===== src/rtl/batch_sequencer.sv =====
// batch_sequencer: address, bank and strobe sequencer for a three-bank batch sample buffer.
//   clk, rst               : clock, synchronous active-high reset
//   in_valid               : accept one input sample this edge
//   wr_en, wr_addr, wr_bank: write strobe, address and bank of the accepted sample
//   rd_addr                : time-reversed read address (DEPTH-1-wr_addr)
//   la_bank, cmp_bank      : lookahead (previous) and compute (before previous) banks
//   rec_clear, batch_done  : first / last sample of a batch
//   dec_stb                : decimated output point, out_valid: compute bank fully written
//   state                  : 0=FILL0, 1=FILL1, 2=RUN
module batch_sequencer #(
   parameter int DEPTH = 220,
   parameter int OSR = 1,
   localparam int AW = $clog2(DEPTH)
) (
   input  logic          clk,
   input  logic          rst,
   input  logic          in_valid,
   output logic          wr_en,
   output logic [AW-1:0] wr_addr,
   output logic [1:0]    wr_bank,
   output logic [AW-1:0] rd_addr,
   output logic [1:0]    la_bank,
   output logic [1:0]    cmp_bank,
   output logic          rec_clear,
   output logic          batch_done,
   output logic          dec_stb,
   output logic          out_valid,
   output logic [1:0]    state
);
   localparam int OW = OSR > 1 ? $clog2(OSR) : 1;
   typedef enum logic [1:0] {FILL0 = 2'd0, FILL1 = 2'd1, RUN = 2'd2} state_t;
   if (DEPTH < 2 || OSR < 1 || DEPTH % OSR != 0) begin : g_bad_params
      $error("batch_sequencer: DEPTH must be >= 2 and a multiple of OSR");
   end
   state_t        state_q;
   logic [AW-1:0] cnt_q, cnt_d, wr_addr_q, rd_addr_q;
   logic [OW-1:0] osr_q, osr_d;
   logic [1:0]    bank_q, bank_d, wr_bank_q, la_bank_q, cmp_bank_q;
   logic          wr_en_q, rec_clear_q, batch_done_q, dec_stb_q, out_valid_q, wrap;
   // bank_q is the bank of the next sample to arrive; the output banks follow the sample just written
   always_comb begin
      wrap = cnt_q == AW'(DEPTH - 1);
      cnt_d = wrap ? '0 : cnt_q + AW'(1);
      osr_d = (wrap || osr_q == OW'(OSR - 1)) ? '0 : osr_q + OW'(1);
      bank_d = !wrap ? bank_q : (bank_q == 2'd2 ? 2'd0 : bank_q + 2'd1);
   end
   always_ff @(posedge clk) begin
      if (rst) begin
         state_q <= FILL0;
         cnt_q <= '0;
         osr_q <= '0;
         bank_q <= 2'd0;
         wr_en_q <= 1'b0;
         wr_addr_q <= '0;
         rd_addr_q <= AW'(DEPTH - 1);
         wr_bank_q <= 2'd0;
         la_bank_q <= 2'd2;
         cmp_bank_q <= 2'd1;
         rec_clear_q <= 1'b0;
         batch_done_q <= 1'b0;
         dec_stb_q <= 1'b0;
         out_valid_q <= 1'b0;
      end else begin
         wr_en_q <= in_valid;
         rec_clear_q <= in_valid && cnt_q == '0;
         batch_done_q <= in_valid && wrap;
         dec_stb_q <= in_valid && osr_q == OW'(OSR - 1);
         out_valid_q <= in_valid && state_q == RUN;
         if (in_valid) begin
            cnt_q <= cnt_d;
            osr_q <= osr_d;
            bank_q <= bank_d;
            wr_addr_q <= cnt_q;
            rd_addr_q <= AW'(DEPTH - 1) - cnt_q;
            wr_bank_q <= bank_q;
            la_bank_q <= bank_q == 2'd0 ? 2'd2 : bank_q - 2'd1;
            cmp_bank_q <= bank_q == 2'd2 ? 2'd0 : bank_q + 2'd1;
            state_q <= !wrap ? state_q : (state_q == FILL0 ? FILL1 : RUN);
         end
      end
   end
   assign wr_en = wr_en_q;
   assign wr_addr = wr_addr_q;
   assign rd_addr = rd_addr_q;
   assign wr_bank = wr_bank_q;
   assign la_bank = la_bank_q;
   assign cmp_bank = cmp_bank_q;
   assign rec_clear = rec_clear_q;
   assign batch_done = batch_done_q;
   assign dec_stb = dec_stb_q;
   assign out_valid = out_valid_q;
   assign state = state_q;
endmodule


===== config.mk =====
export PLATFORM = sky130hd
export DESIGN_NAME = batch_sequencer
export DESIGN_NICKNAME = d
export VERILOG_FILES = /design/src/rtl/batch_sequencer.sv
export SDC_FILE = /design/constraint.sdc
export NUM_CORES = 1
export LEC_CHECK = 0
export BUFFER_PORTS_ARGS = -buffer_cell sky130_fd_sc_hd__buf_2
export CORE_MARGIN = 1.5
export CORE_UTILIZATION = 53
export CTS_CLUSTER_SIZE = 30
export DETAILED_ROUTE_END_ITERATION = 10
export PLACE_DENSITY = 0.77
export SLEW_MARGIN = 20
export SYNTH_ARGS = -nofsm -noshare
export SYNTH_HDL_FRONTEND = slang
export SYNTH_SLANG_ARGS = --single-unit
export TNS_END_PERCENT = 10

===== constraint.sdc =====
create_clock -name clk -period 1.9 [get_ports clk]
set_input_delay 0.38 -clock clk [delete_from_list [all_inputs] [get_ports clk]]
set_output_delay 0.38 -clock clk [all_outputs]
set_load 0.05 [all_outputs]

==> results.txt, run 1 <==
The detail-routed net length per standard cell came out at 12.27 um. The path class of the tightest hold or removal check is in -> reg. The initial antenna violation count came out at 0. The region available for standard cell placement spans 0.003028 mm^2. After clock tree synthesis, the clock-pin slew on the worst setup and hold paths is 0.11 ns.

The critical-path cell with the highest stage delay is sky130_fd_sc_hd__or4_1. For met1 alone, demand over resource in global routing was 0.2270. The largest net degree at the start of global routing came out at 19. After clock tree synthesis, the repair step resized 0 gates. The largest vdd supply drop is 504.0 uV. The number of instances in the synthesized netlist is 174.

The count of nets left with antenna violations once routing finished came out at 0. The startpoint of the worst register-to-register path is cnt_q[3]. Of the total power, the share spent switching nets is 0.2594. Measured along the y axis, the die boundary spans 59.01 um. The tightest slew margin relative to the limit came out at 0.7251. The design draws 1412 uW. After detailed placement, the design holds a cell count of 242. The slack of the worst reg-to-reg path is 0.31 ns. The analysis attributes to net switching a power of 366.2 uW. The cell internal power dissipation came out at 1046 uW.

In the final design database the tool counted 218 nets. The die span in x came out at 59.01 um. Setup repair after global routing left no endpoint under its margin. The initial standard-cell utilization of the core came out at 0.5492.

The via total after detailed routing is 1293. The number of enable flip-flop cells after synthesis is 0. Clock latency on the worst-skew pair, taken at its later pin, is 0.35 ns. For this design the top-level I/O count stands at 32.

The worst register-to-register path ends at state[0]. The cell area reported after detailed placement is 0.001846 mm^2. Summed over all layers, the routed wires come to 3056 um.

Max-cap violations in this run came to 0. TritonCTS built the clock tree. The worst setup path is captured at a flip-flop. The arrival time of the worst setup path is 1.88 ns. Averaged over all synthesized cells, the footprint is 9.557 um^2.

The fraction of the cycle the final worst path needs is 0.8370. The share of the core filled with cells came out at 0.6281. The maximum cell stage delay along the critical path is 0.50 ns. The cell depth of the worst min-delay path is 3. The share of the synthesized area in the top cell type came out at 0.4695. The highest clock rate is 628.8 MHz. The number of clock buffers inserted by TritonCTS is 5. The time the worst path needs with I/O delays and setup came out at 1.590 ns. The repair_antennas step left the layout with diodes totalling 0. The total congestion overflow came out at 0. The post-route clock skew came out at 0.009645 ns. The tree is rooted in a sky130_fd_sc_hd__clkbuf_4. The hold buffer count at CTS is 0. The most used flip-flop cell after synthesis is sky130_fd_sc_hd__dfxtp_1. Of all flip-flops after synthesis, the portion carrying an async set or reset was 0.

The worst hold path begins at in_valid. The layout-stage area growth over the synthesis result came out at 14.37%. met2 is the most crowded layer.

The clock tree synthesis step divided the H-tree into 2 levels. The initialized floorplan defines 20 standard-cell rows. The sequential fraction of design power is 0.604. The worst-margin pin slew came out at 0.4118 ns. The worst hold path terminates at cnt_q[0].

The worst setup path is of the reg -> reg kind. STA classifies the critical path startpoint as a flip-flop. The clock share of power is 0.305. At the worst endpoint, the required time is 2.19 ns. The first-pass detailed-route iteration total is 4.

The placer's final routability congestion estimate came out at 0.9012. The final hold violation count is 0. The final number of setup-violating endpoints came out at 0. The post-synth design cell area came out at 0.001663 mm^2.

The overall routing resource usage is 0.1976. The static leakage is 0.0008436 uW. For met3 alone, demand over resource in global routing was 0.06769. In the post-synthesis netlist, the biggest area contributors are sky130_fd_sc_hd__dfxtp_1 (47%), sky130_fd_sc_hd__ha_1 (7.5%), sky130_fd_sc_hd__mux2i_1 (6.6%), sky130_fd_sc_hd__nor2_1 (3.8%), sky130_fd_sc_hd__a21oi_1 (3.3%). After detailed routing, the number of vias per cell comes to 5.193. The max-slew violation count came to 0.

The via count of the first global-routing pass came to 1202. The placed wire-length estimate came out at 2232 um. The maximum root-to-sink buffer count came out at 2.

The count of cell types in the netlist came out at 34. Counting every sink on the clock net gives 39. For met2 alone, demand over resource in global routing was 0.3270. Of all cell types, the one taking the most synthesized area is sky130_fd_sc_hd__dfxtp_1. The fraction of power consumed by combinational cells is 0.091. The count of buffers inserted at the top-level ports is 31. During synthesis, Yosys emitted a total of 0 warnings. Adding up every negative setup slack in the final design gives 0 ns. The global-route wire length before repair came out at 5106 um.

The net count after synthesis came out at 187. The finished cells cover 0.001902 mm^2. The signal on the critical path passes through ha_1 > nand4b_4 > or4_1 > a21oi_1.

The share of the yosys chip area belonging to registers is 0.4695. In this run the worst path has a maximum fanout of 9. The power per cell area is 742.5 mW/mm^2. The number of standard cells in the layout, taps in and fillers out came out at 249. The number of register bits inferred by synthesis is 39. The worst-case reg-to-reg path depth is 4. The final routed DRC violation total came out at 0. After clock tree synthesis, the setup repair step added 0 buffers. The run finished with clean final reports. Of the cells placed in the final design, the portion with a size suffix greater than 1 is 0.2293. The detailed router finished its first iteration with 35 violations. The area of the die came out at 0.003482 mm^2.
-- critical path: cells and delay by family, from the launching register on --
kind	cells	cell delay, ns
adders and majority gates	1	0.27
and+or+nand+nor	2	0.65
AOI/OAI and AO/OA	1	0.13
DFF	1	0.49
-- metal layers --
layer	up-vias	wire length [um]
met2	31	1508
met4	0	73
met3	10	152
met5	-	0
li1	656	-
met1	596	1321
-- stage by stage --
stage	hold slack (ns)	setup slack, ns
6_report	0.3689	0.3097
5_1_grt	0.3926	0.1894
4_1_cts	0.3704	0.2917
3_5_place_dp	0.4098	0.3136
3_3_place_gp	0.3910	0.3764
2_1_floorplan	0.3835	0.4495
-- state kept, by name, summed over array words and instances, names as in the netlist --
| name | cells |
|---|---|
| dec_stb | 1 |
| rec_clear | 1 |
| out_valid | 1 |
| wr_bank | 2 |
| batch_done | 1 |
| bank_q | 2 |
| la_bank | 2 |
| rd_addr | 7 |
| wr_addr | 8 |
| wr_en | 1 |
| osr_q | 1 |
| cmp_bank | 2 |
| cnt_q | 8 |
| state | 2 |
-- synthesized netlist by cell type (2+ instances only) --
master,n
sky130_fd_sc_hd__buf_4,3
sky130_fd_sc_hd__nor3_1,2
sky130_fd_sc_hd__ha_1,10
sky130_fd_sc_hd__nand2b_1,7
sky130_fd_sc_hd__clkbuf_1,4
sky130_fd_sc_hd__and4b_2,2
sky130_fd_sc_hd__nand3_1,6
sky130_fd_sc_hd__nor2_1,17
sky130_fd_sc_hd__a31oi_1,3
sky130_fd_sc_hd__buf_2,4
sky130_fd_sc_hd__dfxtp_1,39
sky130_fd_sc_hd__nand4_1,3
sky130_fd_sc_hd__inv_1,7
sky130_fd_sc_hd__nor2b_1,4
sky130_fd_sc_hd__a21oi_1,11
sky130_fd_sc_hd__xor2_1,3
sky130_fd_sc_hd__xnor2_1,3
sky130_fd_sc_hd__nand2_1,9
sky130_fd_sc_hd__or3_1,3
sky130_fd_sc_hd__mux2i_1,11
sky130_fd_sc_hd__o21ai_0,10
-- how the worst max path moves through the flow --
| stage | startpoint | end | slack (ns) |
|---|---|---|---|
| global route | cnt_q[3] | state[0] | 0.19 |
| CTS | cnt_q[3] | state[0] | 0.29 |
| detailed placement | cnt_q[3] | state[0] | 0.31 |
| finish | cnt_q[3] | state[0] | 0.31 |
| floorplan | cnt_q[3] | state[0] | 0.45 |
| global placement | cnt_q[3] | state[0] | 0.38 |
-- layout by cell type, fill, tap and decap left out, types with 5 or more instances in the layout --
master                      n
sky130_fd_sc_hd__a21oi_1   11
sky130_fd_sc_hd__nand3_1    6
sky130_fd_sc_hd__dfxtp_1   39
sky130_fd_sc_hd__buf_2     31
sky130_fd_sc_hd__o21ai_0   10
sky130_fd_sc_hd__nand2_1    9
sky130_fd_sc_hd__clkbuf_4   5
sky130_fd_sc_hd__ha_1      10
sky130_fd_sc_hd__nor2_1    17
sky130_fd_sc_hd__mux2i_1   11
sky130_fd_sc_hd__nand2b_1   7
sky130_fd_sc_hd__inv_1      7
-- kinds of logic after synthesis --
| group | synth area share |
|---|---|
| AND/OR/NAND/NOR | 0.2077 |
| flip-flops | 0.4695 |
| buffers and inverters | 0.05041 |
| adder cells (fa/ha/maj) | 0.07524 |
| XOR/XNOR | 0.03161 |
| AO/OA/AOI/OAI | 0.09933 |
| multiplexers | 0.06622 |
-- final cells by class --
| cell class | instances | area (um^2) |
|---|---|---|
| clock inverters | 1 | 5.005 |
| clock buffers | 6 | 51.30 |
| inverters | 7 | 26.28 |
| repair buffers | 35 | 185.2 |
| multi-input cells | 117 | 798.3 |
| well taps | 44 | 55.05 |
| flip-flops and latches | 39 | 780.7 |
| fillers | 272 | 1126 |
-- power by group through the flow --
| stage | registers, uW | logic [uW] | clock network, uW |
|---|---|---|---|
| 3_3_place_gp | 871 | 127 | 0 |
| 6_report | 853 | 128 | 431 |
| 2_1_floorplan | 906 | 65.2 | 0 |
| 4_1_cts | 853 | 129 | 438 |
| 3_5_place_dp | 872 | 129 | 0 |
| 5_1_grt | 856 | 138 | 477 |
(Power assumes the default switching activity.)
==> run 2: changes to the inputs <==
- ABC_AREA: unset -> 1
- CORE_UTILIZATION: 53 -> 48
- PLACE_DENSITY: 0.77 -> 0.74
- clock period: 1.9 -> 1.43 ns (I/O delays scaled with it)
==> results.txt, run 2 <==
For the worst setup path, the data required time is 1.68 ns. The first-pass detailed-route iteration total is 4. The highest clock rate is 772.2 MHz. The path with the worst hold slack has its endpoint at osr_q. The number of DRC markers after the initial detailed-route iteration came out at 76. The detail-routed net length per standard cell is 11.54 um. The fraction of the cycle the final worst path needs came out at 0.9055. The setup path with the least slack is of type reg -> reg. After detailed routing, the number of vias per cell comes to 4.815. The die span in x came out at 61.30 um. The overall routing resource usage came out at 0.1902. The maximum level of the CTS H-tree is 2. The initial antenna violation count was 0. The design area came out at 0.001862 mm^2. The leading cell type in the layout, fill and taps excluded is sky130_fd_sc_hd__dfxtp_1. The tree built by TritonCTS fans out to 39 sinks. The layout-stage area growth over the synthesis result came out at 14.11%. For this run, design rule violations remaining after detail routing come to 0. The number of instances in the synthesized netlist came out at 191. The startpoint of the worst register-to-register path is cnt_q[4].

The total congestion overflow is 0. By area the synthesized netlist is led by sky130_fd_sc_hd__dfxtp_1 (48%), sky130_fd_sc_hd__nand2_1 (8.3%), sky130_fd_sc_hd__ha_1 (7.7%), sky130_fd_sc_hd__nor2_1 (4.4%), sky130_fd_sc_hd__a21oi_1 (4.3%). The share of the synthesized area in the top cell type came out at 0.4785.

The via count of the first global-routing pass came out at 1162. The clock slew seen by the registers of the worst setup and hold paths is 0.11 ns. The post-synth design cell area is 0.001632 mm^2. The number of clock buffers inserted by TritonCTS is 5. The placed wire-length estimate is 2285 um.

The worst setup path is launched from a flip-flop. The arrival time of the worst setup path is 1.55 ns. The via total after detailed routing came out at 1305. Routability-driven placement finished with a final weighted congestion of 0.8440. The area of the die is 0.003758 mm^2.

The number of nets handed over by synthesis was 204. The die height came out at 61.30 um. The number of enable flip-flop cells after synthesis is 0.

The number of gates resized after CTS is 0. The wire length after detailed routing is 3128 um. The clock tree from TritonCTS is built. During synthesis, Yosys emitted a total of 0 warnings. Entering global routing, the biggest net connects 12 pins. The detail route stage leaves a number of antenna-violating nets equal to 0.

The initial standard-cell utilization of the core is 0.5175. At the end of the flow the core is filled with cells to 0.5905. The max-slew violation count is 0. The worst hold path was traced through 2 stages. The static leakage came out at 0.0008583 uW. The worst hold path belongs to the class in -> reg. The first global-routing pass estimated 5050 um of wire. Once the clock tree was built, the setup fixing pass inserted 0 buffers. Across the VDD grid, the largest voltage drop is 586.8 uV. At the end of the flow, the number of nets in the layout was 239. The total of fill cells in the finished design is 291. The power per cell area came out at 983.1 mW/mm^2. The endpoint identified for the worst register-to-register timing path is rd_addr[7]. The flow ran to the end, and the final reports show no timing, DRC or antenna violations.

The worst path needs 1.295 ns of the cycle, external delays included. The tightest slew margin relative to the limit is 0.7715. The buffer type at the clock tree root is sky130_fd_sc_hd__clkbuf_4. In this run, synthesis produced a sequential element count of 39. The worst setup path is captured at a flip-flop. Of all flip-flops after synthesis, the portion carrying an async set or reset was 0. The share of the yosys chip area belonging to registers came out at 0.4785. The largest total area in the synthesized netlist belongs to sky130_fd_sc_hd__dfxtp_1. The diode insertion count for antenna repair came out at 0.

The count of cell types in the netlist came out at 27. The hold buffer count at CTS came out at 0. The post-synthesis average cell area is 8.542 um^2. In the final layout, the share of cells above drive strength 1 is 0.2335. The most common cell in the synthesized netlist is sky130_fd_sc_hd__dfxtp_1. The worst-case reg-to-reg path depth is 5. In this run the most critical hold path is launched from in_valid. In the layout the commonest cells are sky130_fd_sc_hd__dfxtp_1 (39), sky130_fd_sc_hd__nand2_1 (36), sky130_fd_sc_hd__buf_2 (31), sky130_fd_sc_hd__nor2_1 (19), sky130_fd_sc_hd__inv_1 (18). The max-cap violation count came out at 0.

The worst-margin pin slew came out at 0.3428 ns. Setup violations remaining at the end of the flow were counted as 0. The clock passes through at most 2 buffers. Setup repair after global routing left no endpoint under its margin.

For the final database, setup skew stands at 0.008626 ns. The core region is 0.003153 mm^2. The top-level port count came out at 32.

The largest fanout on the critical path came out at 7. The slack of the worst reg-to-reg path is 0.14 ns. After detailed placement, the total cell area comes to 0.001812 mm^2. Adding up every negative setup slack in the final design gives 0 ns.

The total number of placement rows is 20. The insertion delay of the later-clocked pin in the worst-skew pair came out at 0.36 ns. The final hold violation count came out at 0. In the synthesized netlist the dominant register cell turns out to be sky130_fd_sc_hd__dfxtp_1. The count of buffers inserted at the top-level ports came out at 31. In the synthesized netlist, the cells that appear most often are sky130_fd_sc_hd__dfxtp_1 (39), sky130_fd_sc_hd__nand2_1 (36), sky130_fd_sc_hd__nor2_1 (19), sky130_fd_sc_hd__inv_1 (18), sky130_fd_sc_hd__a21oi_1 (14).
## run 2: changes by cell type after synthesis, sizes merged, moves of 5 or more
cell	previous run	this run
mux2i	11	0
inv	7	22
nand2	9	39
nor2	17	23
nand3	6	11
nand2b	7	0
## run 2: final cells by class
| cell class | count | area [um^2] | share of cell area |
|---|---|---|---|
| Sequential cell | 39 | 780.7 | 0.4194 |
| Multi-Input combinational cell | 124 | 715.7 | 0.3844 |
| Timing Repair Buffer | 34 | 177.7 | 0.09543 |
| Inverter | 22 | 82.58 | 0.04435 |
| Tap cell | 44 | 55.05 | 0.02957 |
| Clock buffer | 7 | 45.04 | 0.02419 |
| Clock inverter | 1 | 5.005 | 0.002688 |
## run 2: critical path: stages, from the launching register on
cell	delay, ns
sky130_fd_sc_hd__dfxtp_1	0.50
sky130_fd_sc_hd__nand2_1	0.12
sky130_fd_sc_hd__o21bai_1	0.28
sky130_fd_sc_hd__nand3_1	0.12
sky130_fd_sc_hd__nand3_1	0.12
sky130_fd_sc_hd__nand2_1	0.05
## run 2: metal layers
layer	vias up	share of wire	wire, um	global-route usage
li1	683	-	-	-
met1	555	0.49	1529	0.2402
met2	57	0.42	1305	0.2888
met3	10	0.073	229	0.06513
met4	0	0.021	65	0.09627
met5	-	0	0	0
## run 2: worst max path at each step
stage / start / cells past startpoint / endpoint
after CTS: wr_addr[2] / 1 / wr_addr[2]
after global routing: cnt_q[4] / 5 / rd_addr[7]
after global placement: in_valid / 6 / cnt_q[3]
after detailed placement: in_valid / 6 / cnt_q[2]
after floorplan: wr_addr[2] / 1 / wr_addr[2]
final: cnt_q[4] / 5 / rd_addr[7]
## run 2: cell families after synthesis
logic type               Yosys count  synth area share
AND/OR/NAND/NOR                   81            0.2362
flip-flops                        39            0.4785
AO/OA/AOI/OAI                     29            0.1043
buffers and inverters             28           0.08282
adder cells (fa/ha/maj)           10           0.07669
XOR/XNOR                           4           0.02147
## run 2: metrics by stage
step | power, uW | cells | setup WS [ns] | hold slack (ns)
floorplan | 1277 | 191 | 0.2307 | 0.3929
global placement | 1312 | 263 | 0.2040 | 0.4110
detailed placement | 1313 | 263 | 0.1781 | 0.4097
CTS | 1854 | 271 | 0.1303 | 0.2501
global route | 1911 | 271 | 0.002119 | 0.3087
finish | 1830 | 271 | 0.1351 | 0.2556
## run 2: report_power, final
group	internal (uW)	switching, uW	total, uW
sequential	1110	12.5	1120
clock	192	351	542
combinational	39.9	128	168
